--- src/rtl/regfile_pkg.sv ---
// Shared types and reset constants for the general-purpose register bank.
package regfile_pkg;

  typedef enum logic [1:0] {
    OP_LOAD = 2'b00,
    OP_INC  = 2'b01,
    OP_DEC  = 2'b10,
    OP_CLR  = 2'b11
  } wr_op_t;

  localparam logic RST_CARRY = 1'b0;
  localparam logic RST_ZERO  = 1'b1;
  localparam logic RST_ERR   = 1'b0;

endpackage

--- src/rtl/regfile_alu.sv ---
// Write-port operation unit: one instance feeds both the storage update and the
// read bypass, so a bypassed read can never disagree with what gets stored.
module regfile_alu
  import regfile_pkg::*;
#(
  parameter int unsigned WIDTH = 8
) (
  input  logic [WIDTH-1:0] cur,
  input  logic [WIDTH-1:0] wr_data,
  input  wr_op_t           wr_op,
  output logic [WIDTH-1:0] next,
  output logic             carry
);

  localparam logic [WIDTH:0] ONE = {{WIDTH{1'b0}}, 1'b1};

  logic [WIDTH:0] ext;

  // NOTE: assign every combinational output a default before the case so no path leaves it unassigned, which would infer a latch.
  always_comb begin
    ext = '0;
    case (wr_op)
      OP_LOAD: ext = {1'b0, wr_data};
      OP_INC:  ext = {1'b0, cur} + ONE;
      OP_DEC:  ext = {1'b0, cur} - ONE;
      OP_CLR:  ext = '0;
      default: ext = '0;
    endcase
  end

  // The extra MSB is the carry on INC wrap and the borrow on DEC wrap.
  assign next  = ext[WIDTH-1:0];
  assign carry = ext[WIDTH];

endmodule

--- src/rtl/register_file_nbit.sv ---
// DEPTH x WIDTH register bank: one synchronous write port with load/inc/dec/clr,
// two combinational read ports with optional write-to-read bypass.
module register_file_nbit
  import regfile_pkg::*;
#(
  parameter int unsigned WIDTH  = 8,
  parameter int unsigned DEPTH  = 4,
  parameter bit          BYPASS = 1'b1,
  localparam int unsigned AW    = (DEPTH > 2) ? $clog2(DEPTH) : 1
) (
  input  logic             clk,
  input  logic             reset,
  input  logic             we,
  input  wr_op_t           wr_op,
  input  logic [AW-1:0]    wr_addr,
  input  logic [WIDTH-1:0] wr_data,
  input  logic [AW-1:0]    rd_addr_a,
  output logic [WIDTH-1:0] rd_data_a,
  input  logic [AW-1:0]    rd_addr_b,
  output logic [WIDTH-1:0] rd_data_b,
  output logic             carry_flag,
  output logic             zero_flag,
  output logic             wr_err
);

  logic [WIDTH-1:0] regs [DEPTH];
  logic [WIDTH-1:0] cur_val;
  logic [WIDTH-1:0] alu_next;
  logic             alu_carry;
  logic             wr_in_range;
  logic             rd_in_range_a;
  logic             rd_in_range_b;
  logic             byp_a;
  logic             byp_b;

  assign wr_in_range   = 32'(wr_addr)   < DEPTH;
  assign rd_in_range_a = 32'(rd_addr_a) < DEPTH;
  assign rd_in_range_b = 32'(rd_addr_b) < DEPTH;
  assign cur_val       = wr_in_range ? regs[wr_addr] : '0;

  regfile_alu #(.WIDTH(WIDTH)) u_alu (
    .cur     (cur_val),
    .wr_data (wr_data),
    .wr_op   (wr_op),
    .next    (alu_next),
    .carry   (alu_carry)
  );

  // Bypass is suppressed during reset so reads show the cleared bank at once.
  assign byp_a = BYPASS && reset && we && wr_in_range && (rd_addr_a == wr_addr);
  assign byp_b = BYPASS && reset && we && wr_in_range && (rd_addr_b == wr_addr);

  assign rd_data_a = !rd_in_range_a ? '0 : (byp_a ? alu_next : regs[rd_addr_a]);
  assign rd_data_b = !rd_in_range_b ? '0 : (byp_b ? alu_next : regs[rd_addr_b]);

  // NOTE: sequential state uses non-blocking assignments so every register samples pre-edge values.
  always_ff @(posedge clk or negedge reset) begin
    if (!reset) begin
      // NOTE: the bank is small and architecturally defined as zero after reset, so every entry is cleared here.
      for (int i = 0; i < int'(DEPTH); i++) regs[i] <= '0;
      carry_flag <= RST_CARRY;
      zero_flag  <= RST_ZERO;
      wr_err     <= RST_ERR;
    end else begin
      wr_err <= we && !wr_in_range;
      if (we && wr_in_range) begin
        regs[wr_addr] <= alu_next;
        carry_flag    <= alu_carry;
        zero_flag     <= (alu_next == '0);
      end
    end
  end

endmodule

--- config.mk ---
export PLATFORM = sky130hd
export DESIGN_NAME = register_file_nbit
export DESIGN_NICKNAME = d
export VERILOG_FILES = /design/src/rtl/regfile_pkg.sv /design/src/rtl/regfile_alu.sv /design/src/rtl/register_file_nbit.sv
export SDC_FILE = /design/constraint.sdc
export NUM_CORES = 1
export LEC_CHECK = 0
export ABC_AREA = 1
export CAP_MARGIN = 5
export CORE_MARGIN = 5
export CORE_UTILIZATION = 60
export CTS_CLUSTER_DIAMETER = 150
export DETAILED_ROUTE_END_ITERATION = 10
export DONT_BUFFER_PORTS = 1
export HOLD_SLACK_MARGIN = 0.08
export PLACE_DENSITY = 0.84
export SLEW_MARGIN = 20
export SYNTH_ARGS = -nofsm -noshare
export SYNTH_HDL_FRONTEND = slang
export SYNTH_SLANG_ARGS = --single-unit
--- constraint.sdc ---
create_clock -name clk -period 3.4 [get_ports clk]
set_clock_uncertainty 0.2 [all_clocks]
set_input_delay 0.34 -clock clk [delete_from_list [all_inputs] [get_ports clk]]
set_output_delay 0.34 -clock clk [all_outputs]
set_load 0.03 [all_outputs]
==> flow_metrics.py <==
metrics = {
    "status": {
        "status": "complete, no violations",
    },
    "critical_path": {
        "r2r_cells": 13,
        "end_kind": "primary output",
        "path_max_fanout": 7,
        "critical_path_class": "flip-flop to primary output",
        "critical_path_required_ns": 2.86,
        "critPathMaxStageDelay_ns": 0.59,
        "reg2reg_from": "regs[25]$_DFFE_PN0P_",
        "cp_common_cell": "o22ai_1",
        "cp_cell_sequence": "inv_1 > o22ai_1 > a21oi_1 > o21a_1 > fa_1 > o22ai_1 > nor2_1 > a31oi_1 > buf_4",
        "arrival_ns": 2.69,
        "cp_num_cells": 9,
        "timing.critical_path.slowest_stage_cell": "o22ai_1",
        "crit_buf_inv": 2,
        "critPathLaunch": "regs[17]$_DFFE_PN0P_",
        "start_kind": "flip-flop",
        "critPathTopFamily": "compound AO/OA/AOI/OAI gates",
    },
    "global_route": {
        "grt_pass1_wl_mm": 14.4,
        "antenna_found_initial": 0,
        "grt_pass1_vias": 3006,
        "met3_usage": 0.0516,
        "use_met2": 0.474,
        "met1_usage": 0.368,
        "gr-total-overflow": 0,
        "gr-max-usage-layer": "met2",
        "grt_max_degree": 35,
        "grt_usage": 0.286,
    },
    "cells_and_area": {
        "syn_to_final_growth_pct": 7.70,
        "final_common_cell": "nand2_1",
        "fin_util": 0.670,
        "nFillCells": 452,
        "final_cell_mix": "nand2_1, o21ai_0, inv_1, dfrtp_1, a21oi_1",
        "diodes": 0,
        "drive_gt1_frac": 0.151,
        "nNetsFinal": 486,
    },
    "synthesis": {
        "synth_top_family_by_area": "simple AND/OR/NAND/NOR gates",
        "synth_adder_area_share": 0.0448,
        "seq_area_frac_synth": 0.288,
        "synth_cells": 448,
        "syn-num-nets": 477,
        "synth_area_um2": 2960,
        "synth_compound_area_frac": 0.235,
        "synthSimpleGateAreaFrac": 0.307,
        "yosysWarnings": 0,
        "synthDistinctLibCells": 35,
        "synthMuxAreaShare": 0,
        "synth.ff_latch_count": 34,
        "synthXorXnorAreaFrac": 0.0118,
        "syn_area_per_cell_um2": 6.61,
    },
    "die": {
        "floorplan.die_area_um2": 6440,
        "core_area_um2": 4750,
        "die_y_um": 80.2,
        "rows": 25,
        "die_w_um": 80.2,
        "io_pins": 38,
        "initial_core_util": 0.622,
    },
    "cts": {
        "clkSinkCount": 34,
        "clockBufferDepth": 2,
        "cts_root_buf": "clkbuf_8",
        "cts_resized": 0,
        "cts_buffers": 5,
        "h-tree-depth": 2,
        "clk_latency_ns": 0.30,
        "clkTransAtPathRegs_ns": 0.07,
        "cts_tree": "yes",
    },
    "placement": {
        "gp_congestion": 0.962,
        "io_buffers": 0,
        "hpwl_mm": 6.32,
    },
    "power_and_ir_drop": {
        "swShare": 0.439,
        "seqPwrFrac": 0.371,
        "p_leak_nw": 1.58,
        "combPwrFrac": 0.428,
        "p_total_mw": 1.53,
        "clkPwrFrac": 0.201,
        "p_int_uw": 857,
        "cellPowerDensity_nw_per_um2": 479,
        "p_switching_uw": 671,
        "ir_worst_vdd_mv": 0.264,
    },
    "hold_path": {
        "hold_start": "wr_data[5]",
        "hold_depth": 2,
        "min_path_type": "input port to flip-flop",
    },
    "routing": {
        "num_vias": 3148,
        "drt_iter0_markers": 260,
        "ant_nets": 0,
        "wl_per_cell_um": 16.3,
        "drt_first_pass_iters": 5,
        "via_per_inst": 6.00,
        "routed_wl_mm": 8.56,
        "drc": 0,
    },
    "sta": {
        "finalHoldViolCount": 0,
        "slew-limit-headroom": 0.269,
        "tns_ns": 0,
        "slew_viol_final": 0,
        "fin_crit_sh": 0.950,
        "tightest_slew_ns": 1.09,
        "rsz0062_at_grt": "no",
        "setup_viol": 0,
        "post-route-min-period_ns": 3.23,
        "fmax_mhz": 309,
    },
    "job": {
        "maxCapViolCount": 0,
    },
}
-- registers in the layout, summed over array words and instances (netlist names) --
signal      cells
carry_flag      1
regs           32
zero_flag       1
-- power by group through the flow --
stage / combinational, mW / clock [mW] / sequential (mW)
4_1_cts: 0.641 / 0.305 / 0.564
3_3_place_gp: 0.605 / 0 / 0.569
2_1_floorplan: 0.501 / 0 / 0.548
5_1_grt: 0.726 / 0.324 / 0.577
3_5_place_dp: 0.622 / 0 / 0.572
6_report: 0.654 / 0.307 / 0.567
-- cell usage after synthesis (all sizes together) --
cell / number / area [µm²]
nand4: 3 / 18.8
ha: 9 / 113
inv: 58 / 225
a21oi: 33 / 169
nand3: 23 / 143
xnor2: 4 / 35.0
a22oi: 2 / 15.0
dfrtp: 33 / 826
o22ai: 6 / 37.5
clkbuf: 12 / 45.0
a31oi: 10 / 62.6
dfstp: 1 / 26.3
nor3: 2 / 10.0
nand2: 137 / 582
o21ai: 70 / 373
fa: 1 / 20.0
conb: 1 / 3.75
nor2: 33 / 155
a211oi: 1 / 7.51
o21a: 4 / 30.0
buf: 5 / 62.6
-- cell families (layout without fill, tap and decap cells) --
family,count (synthesis),in the layout
DFF,34,34
other,1,1
adders and majority gates,10,10
AOI/OAI and AO/OA,126,126
and+or+nand+nor,198,198
xor gates and xnor gates,4,4
buffers and inverters,75,85
-- final cells by class --
cell class,count,area (µm²),area share
Timing Repair Buffer,19,165,0.0518
Sequential cell,34,852,0.267
Multi-Input combinational cell,339,1770,0.557
Clock inverter,2,13.8,0.00432
Clock buffer,6,72.6,0.0228
Tap cell,67,83.8,0.0263
Inverter,58,225,0.0707
-- stage by stage --
stage	hold WS [ns]	setup WS (ns)	cell area, µm²	instances
after floorplan	-0.156	0.259	2960	448
after global placement	-0.155	0.390	3030	510
after detailed placement	-0.154	0.333	3030	510
after CTS	0.0813	0.204	3160	522
after global routing	0.0846	0.0122	3190	525
final	0.0769	0.169	3190	525
-- per-layer routing --
layer | vias to the layer above | share of wire
li1 | 1474 | -
met1 | 1478 | 0.41
met2 | 168 | 0.47
met3 | 28 | 0.087
met4 | 0 | 0.033
met5 | - | 0
-- worst reg2reg max path, stage by stage (launching register included) --
cell and delay [ns]:
dfrtp_1 0.38, inv_1 0.08, o22ai_1 0.16, a21oi_1 0.06
o21a_1 0.14, fa_1 0.51, o22ai_1 0.24, nor3_1 0.29
nand2_1 0.09, nor2_1 0.10, nand2_1 0.06, nor2_1 0.21
nand3_2 0.09, nand2_1 0.07
-- final timing paths --
path,to,slack [ns]
setup reg to reg,zero_flag$_DFFE_PN1P_,0.67
max in group asynchronous,zero_flag$_DFFE_PN1P_,2.45
setup / recovery,rd_data_b[1],0.17
hold / removal,regs[29]$_DFFE_PN0P_,0.08
hold reg to reg,regs[12]$_DFFE_PN0P_,0.30
min in group asynchronous,regs[0]$_DFFE_PN0P_,0.30
-- repair_timing --
item / CTS / global route
setup endpoints to repair: 0 / 1
buffers inserted: 0 / 2
hold buffers: 4 / 1
endpoints found under the hold margin: 36 / 1
Power figures use the tool's default switching activity.
